[src/rtl/conv_sink_if.sv]
// Sample stream from the conv stage into the result sink.
interface conv_sink_if;
    logic [15:0] pxl_in;
    logic        valid_in;

    modport master (output pxl_in, output valid_in);
    modport slave  (input  pxl_in, input  valid_in);
endinterface

[src/rtl/conv_sink.sv]
// Conv result sink: |x| (saturated) into a raster buffer with registered readback.
// Define CONV_SINK_THRESH_EN to store binarised (0x00/0xFF) samples instead.
module conv_sink #(
    parameter int N      = 5,
    parameter int M      = 5,
    parameter int K      = 3,
    parameter int ADDR_W = 4,
    parameter int THRESH = 128
) (
    input  logic              clk,
    input  logic              reset,
    conv_sink_if.slave        src,
    output logic [ADDR_W-1:0] out_col,
    output logic [ADDR_W-1:0] out_row,
    output logic              wr_en,
    output logic [7:0]        wr_data,
    output logic              frame_done,
    output logic [7:0]        frame_cnt,
    input  logic [ADDR_W-1:0] rd_addr,
    output logic [7:0]        rd_data
);
    localparam int OC    = N - K + 1;
    localparam int OR    = M - K + 1;
    localparam int DEPTH = 1 << ADDR_W;
    localparam logic [ADDR_W-1:0] COL_MAX = ADDR_W'(OC - 1);
    localparam logic [ADDR_W-1:0] ROW_MAX = ADDR_W'(OR - 1);

    typedef enum logic [1:0] {IDLE, COLLECT, DONE} state_t;

    state_t            state;
    logic [ADDR_W-1:0] col;
    logic [ADDR_W-1:0] row;
    logic              last;
    logic [7:0]        mem [DEPTH];

    logic [16:0]       sx;
    logic [16:0]       mag;
    logic [7:0]        byte_w;
    logic [ADDR_W-1:0] addr;
    logic              at_end;
    logic              take;

    always_comb begin
        sx     = {src.pxl_in[15], src.pxl_in};
        // 17 bits so that -32768 becomes +32768 without overflow
        mag    = src.pxl_in[15] ? (17'd0 - sx) : sx;
`ifdef CONV_SINK_THRESH_EN
        byte_w = (mag >= 17'(THRESH)) ? 8'hFF : 8'h00;
`else
        byte_w = (mag > 17'd255) ? 8'hFF : mag[7:0];
`endif
        addr   = ADDR_W'(int'(row) * OC + int'(col));
        at_end = (col == COL_MAX) && (row == ROW_MAX);
        take   = src.valid_in && !reset;
    end

    always_ff @(posedge clk) begin
        if (take) mem[addr] <= byte_w;
    end

    always_ff @(posedge clk) begin
        if (reset) begin
            state      <= IDLE;
            col        <= '0;
            row        <= '0;
            last       <= 1'b0;
            out_col    <= '0;
            out_row    <= '0;
            wr_en      <= 1'b0;
            wr_data    <= 8'h00;
            frame_done <= 1'b0;
            frame_cnt  <= 8'h00;
            rd_data    <= 8'h00;
        end else begin
            rd_data    <= mem[rd_addr];
            wr_en      <= src.valid_in;
            frame_done <= 1'b0;
            last       <= 1'b0;
            if (src.valid_in) begin
                wr_data <= byte_w;
                out_col <= col;
                out_row <= row;
                last    <= at_end;
                if (col == COL_MAX) begin
                    col <= '0;
                    row <= (row == ROW_MAX) ? '0 : row + 1'b1;
                end else begin
                    col <= col + 1'b1;
                end
            end
            // last write of the frame became visible last cycle
            if (last) begin
                state      <= DONE;
                frame_done <= 1'b1;
                frame_cnt  <= frame_cnt + 8'd1;
            end else begin
                unique case (state)
                    IDLE:    if (src.valid_in) state <= COLLECT;
                    COLLECT: state <= COLLECT;
                    DONE:    state <= src.valid_in ? COLLECT : IDLE;
                    default: state <= IDLE;
                endcase
            end
        end
    end
endmodule

[src/flat_wrapper.sv]
// flat-port wrapper written by rule: the top's interface ports become plain ports
module conv_sink_flat 
#(
    parameter int N      = 5,
    parameter int M      = 5,
    parameter int K      = 3,
    parameter int ADDR_W = 4,
    parameter int THRESH = 128
)
  (clk, reset, out_col, out_row, wr_en, wr_data, frame_done, frame_cnt, rd_addr, rd_data, src_pxl_in, src_valid_in);
  conv_sink_if src_i ();
  input  logic clk;
  input  logic reset;
  output logic [ADDR_W-1:0] out_col;
  output logic [ADDR_W-1:0] out_row;
  output logic wr_en;
  output logic [7:0] wr_data;
  output logic frame_done;
  output logic [7:0] frame_cnt;
  input  logic [ADDR_W-1:0] rd_addr;
  output logic [7:0] rd_data;
  input wire logic [$bits(src_i.pxl_in)-1:0] src_pxl_in;
  input wire logic [$bits(src_i.valid_in)-1:0] src_valid_in;
  assign src_i.pxl_in = src_pxl_in;
  assign src_i.valid_in = src_valid_in;
  conv_sink #(.N(N), .M(M), .K(K), .ADDR_W(ADDR_W), .THRESH(THRESH)) u_core (.clk(clk), .reset(reset), .src(src_i), .out_col(out_col), .out_row(out_row), .wr_en(wr_en), .wr_data(wr_data), .frame_done(frame_done), .frame_cnt(frame_cnt), .rd_addr(rd_addr), .rd_data(rd_data));
endmodule
[config.mk]
export PLATFORM = sky130hd
export DESIGN_NAME = conv_sink_flat
export DESIGN_NICKNAME = d
export VERILOG_FILES = /design/src/rtl/conv_sink_if.sv /design/src/rtl/conv_sink.sv /design/src/flat_wrapper.sv
export SDC_FILE = /design/constraint.sdc
export NUM_CORES = 1
export LEC_CHECK = 0
export CELL_PAD_IN_SITES_DETAIL_PLACEMENT = 0
export CELL_PAD_IN_SITES_GLOBAL_PLACEMENT = 1
export CORE_ASPECT_RATIO = 1.25
export CORE_UTILIZATION = 50
export DETAILED_ROUTE_END_ITERATION = 16
export DONT_BUFFER_PORTS = 1
export PLACE_DENSITY_LB_ADDON = 0.1
export SETUP_SLACK_MARGIN = 0.5
export SLEW_MARGIN = 30
export SYNTH_ARGS = -nofsm -noshare
export SYNTH_HDL_FRONTEND = slang
export SYNTH_SLANG_ARGS = --single-unit
[constraint.sdc]
create_clock -name clk -period 6.3 [get_ports clk]
set_input_delay 1.26 -clock clk [delete_from_list [all_inputs] [get_ports clk]]
set_output_delay 1.26 -clock clk [all_outputs]
set_load 0.02 [all_outputs]
==> metrics.cfg, run 1 <==
[setup_path]
path_class = input pin to flop
cp.required_ps = 6280
critPathMaxStageDelay_ps = 700
slowest_stage = and4_1
crit_chain = nor4_1, nand3_1, o41a_1, o2bb2ai_1, and4_1, nand3_1
crit_path_start_kind = input pin
crit_top_cell = nand3_1
path_max_fanout = 16
worst_ep_arrival_time_ps = 3500
end_kind = flop

[clock_network]
cts_buffers = 17
cts_resized = 0
htreeDepth = 4
root_buffer = clkbuf_16
clock_path_buffers = 2
insertion_delay_ps = 420
post-cts-setup-buffer-count = 0
tritoncts = done
clk_pin_slew_ps = 60
cts.sinks = 171
cts.hold.buffers_added = 0

[sta]
skew_ps = 6.86
rsz0062_at_grt = no
tightest_slew_ps = 773
fin_ws_ps = 2780
min_period_ps = 3520
hold_violations = 0
slew_headroom = 0.485
report.final.slew_viol_count = 0
setup_viol = 0
max_freq_mhz = 284
setup_tns_ps = 0
period_share = 0.559

[die]
io_pins = 57
die_w_um = 108
num_rows = 48
core_area_um2 = 13800
initial_core_util = 0.512
dieHeight_um = 135
die_area_um2 = 14600

[logic_synthesis]
synth_compound_area_frac = 0.0487
syn-cell-area_um2 = 7070
yosys_warnings = 0
synth_top_family_by_area = multiplexers
synthArstFlopShare = 0
avgSynthCellArea_um2 = 16.2
synth-adder-area-share = 0.0227
synthesis.nets = 470
ys_seq_elements = 171
synth-simple-area-share = 0.0731
netlist-cell-type-count = 46
ys_seq_area_frac = 0.666
synthCells = 436
yosys-mux-area-fraction = 0.146
synth_xor_area_frac = 0.0223
ys.flop_type = edfxtp_1
synth_edf_count = 128

[drt]
drtIter0Drc = 241
via_count = 3717
post_drt_wl_per_cell_um = 22.7
firstDrtPassIters = 4
drc = 0
vias_per_cell = 5.96
ant_nets = 0
totalWireLength_um = 14200

[final_layout]
n_fill_cell = 1128
final_nets = 471
insertedDiodeCount = 0
area_delta_synth_final_pct = 11.5
finalNonFillerCells = 624
seq_area_um2 = 4700
fin_util = 0.571
drive_gt1_frac = 0.194
multi_input_area_um2 = 2240

[global_route]
grt-ovfl-total = 0
antenna_found_initial = 0
first_global_vias = 3809
track_usage = 0.214
grt_pass1_wl_um = 21800
grt_max_degree = 44

[placement]
dp_worst_setup_slack_ps = 2310
portBuffers = 0
gp_congestion = 0.735
place_hpwl_um = 8910
dp.cells = 593

[run_status]
status = completed

[hold_path]
hold_class = flop to flop

[power_and_ir_drop]
ir_worst_vdd_uv = 169
cellLeakagePower_nw = 2.83
power_density_nw_per_um2 = 311

[flow_run]
cap_violations = 0

==> power breakdown <==
part	internal (mW)	switching (mW)	total (mW)	leakage, nW
Clock	0.740	0.408	1.15	0.312
Combinational	0.0406	0.0359	0.0765	0.794
Sequential	1.21	0.0168	1.23	1.72
Total	1.99	0.461	2.45	2.83
==> cell families after synthesis <==
family / Yosys count
adder cells (fa/ha/maj): 11
AND/OR/NAND/NOR: 106
AO/OA/AOI/OAI: 47
buffers and inverters: 30
flip-flops: 171
multiplexers: 53
XOR/XNOR: 18
==> routing by layer <==
metal	track usage	vias up	wire (um)
li1	-	1691	-
met1	0.269	1903	5830
met2	0.354	98	7270
met3	0.0550	25	746
met4	0.0848	0	331
met5	0	-	0
==> cells in the final DEF (no fill, tap or decap), types with 4 or more instances in the layout <==
master / netlist / final
nor2_2: 0 / 12
nor2b_1: 14 / 14
nand3_1: 13 / 13
nand2_1: 15 / 15
ha_1: 8 / 8
buf_4: 3 / 5
mux2i_1: 13 / 13
o21ai_0: 6 / 6
xor2_1: 13 / 13
nand4_1: 5 / 5
xnor2_1: 5 / 5
nor3_1: 4 / 4
a21oi_1: 11 / 11
nor2_1: 39 / 27
a41oi_1: 6 / 6
dfxtp_1: 43 / 43
inv_1: 7 / 7
clkbuf_16: 0 / 17
o21bai_1: 8 / 8
bufinv_16: 0 / 6
edfxtp_1: 128 / 128
mux4_2: 40 / 40
==> cells in the mapped netlist (all sizes together), types with 2 or more instances <==
master | n | share of area
a22o | 2 | 0.0025
o31ai | 3 | 0.0032
nand3b | 3 | 0.0032
dfxtp | 43 | 0.12
a41oi | 8 | 0.012
edfxtp | 128 | 0.54
nor2b | 14 | 0.012
nand3 | 13 | 0.0092
ha | 8 | 0.014
mux2i | 13 | 0.018
inv | 7 | 0.0037
nand2b | 2 | 0.0018
nor3 | 4 | 0.0028
nor2 | 39 | 0.021
xnor2 | 5 | 0.0062
o21bai | 8 | 0.0085
fa | 3 | 0.0085
nor4 | 3 | 0.0027
and3 | 2 | 0.0018
o21ai | 7 | 0.0050
nand4 | 5 | 0.0044
nand2 | 15 | 0.0080
buf | 12 | 0.012
a21oi | 11 | 0.0078
mux4 | 40 | 0.13
xor2 | 13 | 0.016
clkbuf | 11 | 0.0058
or3 | 2 | 0.0018
==> worst max-delay path: cells and delay by family <==
family | cells | cell delay [ps]
AND/OR/NAND/NOR | 4 | 1760
AO/OA/AOI/OAI | 2 | 470
==> final cells by class <==
cell class / count / area share
Inverter: 7 / 0.00333
Multi-Input combinational cell: 235 / 0.284
Sequential cell: 171 / 0.597
Timing Repair Buffer: 5 / 0.00476
Tap cell: 175 / 0.0278
Clock buffer: 19 / 0.0549
Clock inverter: 12 / 0.0281
==> final timing paths <==
path / slack (ps) / endpoint / from / cells after the start
worst max-delay path: 2780 / u_core.mem[7][3] / src_pxl_in[4] / 6
worst max register to register: 3080 / u_core.mem[0][2] / u_core.row[1] / 7
worst min register to register: 500 / u_core.row[3] / u_core.row[3] / 2
worst min-delay path: 500 / u_core.row[3] / u_core.row[3] / 2
==> flip-flops by register name, indices dropped and copies added, names as in the netlist <==
| name | count |
|---|---|
| u_core.wr_data | 8 |
| u_core.wr_en | 1 |
| u_core.row | 4 |
| u_core.last | 1 |
| u_core.mem | 128 |
| u_core.out_col | 4 |
| u_core.rd_data | 8 |
| u_core.frame_cnt | 8 |
| u_core.col | 4 |
| u_core.frame_done | 1 |
| u_core.out_row | 4 |
==> stage by stage <==
step                      total power [mW]  cell area, um^2  hold slack, ps
after floorplan                       1.33             7070             462
after global placement                1.33             7200             483
after detailed placement              1.33             7230             484
after CTS                             2.47             7880             498
after global routing                  2.52             7880             546
final                                 2.45             7880             497
Power figures use the tool's default switching activity.
==> inputs of run 2 (changes only) <==
Settings changed: ABC_AREA set to 1, CORE_UTILIZATION 50 to 45.
Clock period 6.3 ns to 2.88 ns, I/O delays scaled along.
==> metrics.cfg, run 2 <==
[sta]
slew_headroom = 0.424  ; was 0.485
max_freq_mhz = 419
setup_tns_ps = 0  ; unchanged
hold_violations = 0  ; unchanged
min_period_ps = 2380
setup_viol = 0  ; unchanged
rsz0062_at_grt = yes  ; was no
report.final.slew_viol_count = 0  ; unchanged
period_share = 0.828
tightest_slew_ps = 863  ; was 773 ps
fin_ws_ps = 496  ; was 2780 ps
skew_ps = 7.05  ; was 6.86 ps

[power_and_ir_drop]
p_clk_frac = 0.416  ; was 0.468
power_density_nw_per_um2 = 624  ; was 311 nW/um^2
p_int_mw = 4.04  ; was 1.99 mW
pwr-share-comb = 0.058  ; was 0.031
p_sw_frac = 0.218  ; was 0.188
seq_power_share = 0.526  ; was 0.501
ir_worst_vdd_uv = 339  ; was 169 uV
p_sw_mw = 1.13  ; was 0.461 mW
cellLeakagePower_nw = 3.10  ; was 2.83 nW

[logic_synthesis]
yosys.area.top_type_share = 0.526  ; was 0.544
ys_seq_elements = 171  ; unchanged
synth_area_leaders = edfxtp_1 53%, dfxtp_1 12%, nor2_1 6.8%  ; was edfxtp_1 54%, mux4_2 13%, dfxtp_1 12%
avgSynthCellArea_um2 = 10.8  ; was 16.2 um^2
syn-cell-area_um2 = 7310  ; was 7070 um^2
yosysMostFrequentCell = nor2_1  ; was edfxtp_1
synthesis.nets = 712  ; was 470
yosys_warnings = 0  ; unchanged
synthCells = 678  ; was 436
ys_seq_area_frac = 0.644  ; was 0.666
synth_area_leader_cell = edfxtp_1  ; unchanged
yosys-top-cells-count = 132 x nor2_1, 128 x edfxtp_1, 81 x o21ai_0  ; was 128 x edfxtp_1, 43 x dfxtp_1, 40 x mux4_2
netlist-cell-type-count = 37  ; was 46
synthArstFlopShare = 0  ; unchanged
synth_edf_count = 128  ; unchanged
ys.flop_type = edfxtp_1  ; unchanged

[final_layout]
fin_util = 0.527  ; was 0.571
final_cell_mix = 128 x edfxtp_1, 116 x nor2_1, 81 x o21ai_0  ; was 128 x edfxtp_1, 43 x dfxtp_1, 40 x mux4_2
final_common_cell = edfxtp_1  ; unchanged
insertedDiodeCount = 0  ; unchanged
largest_reg_flops = 128  ; unchanged
area_delta_synth_final_pct = 13.3  ; was 11.5%
drive_gt1_frac = 0.145  ; was 0.194
top_register = u_core.mem  ; unchanged
final_nets = 706  ; was 471

[setup_path]
path_max_fanout = 8  ; was 16
worst_ep_arrival_time_ps = 2490  ; was 3500 ps
cp.required_ps = 2980  ; was 6280 ps
end_kind = flop  ; unchanged
slowest_stage = fa_1  ; was and4_1
path_class = flop to flop  ; was input pin to flop
crit_path_start_kind = flop  ; was input pin
crit_chain = fa_1, ha_2, fa_2, xor2_4, inv_2, nand2_4, nor2_4  ; was nor4_1, nand3_1, o41a_1, o2bb2ai_1, and4_1, nand3_1
r2r_slack_ps = 500  ; was 3080 ps
critPathMaxStageDelay_ps = 480  ; was 700 ps

[drt]
wl_met1_um = 6960  ; was 5830 um
dr.max_layer_used = met4  ; unchanged
met3_wirelength_um = 767  ; was 746 um
drtIter0Drc = 283  ; was 241
firstDrtPassIters = 5  ; was 4
via_count = 4844  ; was 3,717
ant_nets = 0  ; unchanged
post_drt_wl_per_cell_um = 19.0  ; was 22.7 um
totalWireLength_um = 17000  ; was 14,200 um
drc = 0  ; unchanged
met2_length_um = 8700  ; was 7270 um
vias_per_cell = 5.40  ; was 5.96

[global_route]
antenna_found_initial = 0  ; unchanged
first_global_vias = 4925  ; was 3,809
track_usage = 0.226  ; was 0.214
grt-ovfl-total = 0  ; unchanged
grt_max_degree = 66  ; was 44
grt_pass1_wl_um = 26900  ; was 21,800 um

[die]
die_w_um = 116  ; was 108 um
num_rows = 51  ; was 48
die_area_um2 = 16800  ; was 14,600 um^2
dieHeight_um = 144  ; was 135 um
io_pins = 57  ; unchanged
initial_core_util = 0.465  ; was 0.512
core_area_um2 = 15700  ; was 13,800 um^2

[clock_network]
cts.sinks = 171  ; unchanged
htreeDepth = 4  ; unchanged
insertion_delay_ps = 420  ; about the same
tritoncts = done  ; unchanged
clk_pin_slew_ps = 60  ; about the same
clock_path_buffers = 2  ; unchanged
root_buffer = clkbuf_16  ; unchanged
cts_buffers = 17  ; unchanged

[hold_path]
hold_class = input pin to flop  ; was flop to flop

[placement]
dp_worst_setup_slack_ps = 297  ; was 2310 ps
gp_congestion = 0.771  ; was 0.735
place_hpwl_um = 11400  ; was 8910 um
portBuffers = 0  ; unchanged

[run_status]
status = completed  ; unchanged

[flow_run]
cap_violations = 0  ; unchanged

-- run 2: cell count changes in the layout (fill, tap and decap cells not counted), sizes merged, moves of 13 or more --
cell,before,now
o221ai,0,20
inv,7,46
nand2,15,79
mux4,40,0
mux2i,13,0
o21ai,7,81
nor2b,14,0
nor2,39,139
-- run 2: worst max-delay path, delay by kind of cell (launching register included) --
kind	cells	cell delay, ps
adder cells (fa/ha/maj)	3	1050
AND/OR/NAND/NOR	2	360
flip-flops	1	350
XOR/XNOR	1	190
buffers and inverters	1	120
-- run 2: final timing paths --
path | startpoint | end | cells after the start
worst min register to register | u_core.last | u_core.frame_cnt[0] | 1
worst max register to register | u_core.row[0] | u_core.mem[11][4] | 7
worst max-delay path | u_core.row[0] | u_core.mem[11][4] | 7
worst min-delay path | reset | u_core.row[0] | 1
-- run 2: cells by family (layout without fill, tap and decap cells) --
family                   Yosys count  in the layout  synth area share
AND/OR/NAND/NOR                  259            259             0.160
flip-flops                       171            171             0.644
AO/OA/AOI/OAI                    151            151             0.121
buffers and inverters             77             84            0.0426
adder cells (fa/ha/maj)           11             11            0.0219
XOR/XNOR                           9              9            0.0108
-- run 2: metrics by stage --
| stage | power (mW) | hold slack (ps) | cell area, um^2 | std cells |
|---|---|---|---|---|
| 4_1_cts | 5.19 | 188 | 8260 | 897 |
| 3_3_place_gp | 3.06 | 496 | 7590 | 860 |
| 2_1_floorplan | 3.02 | 471 | 7460 | 678 |
| 5_1_grt | 5.34 | 194 | 8280 | 897 |
| 3_5_place_dp | 3.07 | 503 | 7590 | 860 |
| 6_report | 5.17 | 213 | 8280 | 897 |
-- run 2: what timing repair did --
action,CTS,global route
resized for setup,10,3
setup endpoints to repair,128,128
gates cloned,0,0
hold buffers,0,0
buffers inserted,5,0
pin swaps,12,10
-- run 2: layout make-up --
| type | instances | area [um^2] |
|---|---|---|
| timing repair buffer | 7 | 77.6 |
| clock buffer | 26 | 531 |
| multi-input combinational | 430 | 2480 |
| sequential | 171 | 4710 |
| tap | 212 | 265 |
| fill | 1407 | 7420 |
| clock inverter | 6 | 32.5 |
| inverter | 45 | 171 |
-- run 2: routing by layer --
metal / GRT usage / up-vias
met5: 0 / -
met4: 0.110 / 0
met3: 0.0528 / 35
met2: 0.383 / 126
met1: 0.268 / 2309
li1: - / 2374
-- run 2: power by group through the flow --
stage | Sequential (mW) | Clock [mW] | Combinational [mW]
after floorplan | 2.76 | 0 | 0.253
final | 2.72 | 2.15 | 0.301
after CTS | 2.72 | 2.17 | 0.304
after global placement | 2.77 | 0 | 0.291
after global routing | 2.72 | 2.27 | 0.338
after detailed placement | 2.77 | 0 | 0.295
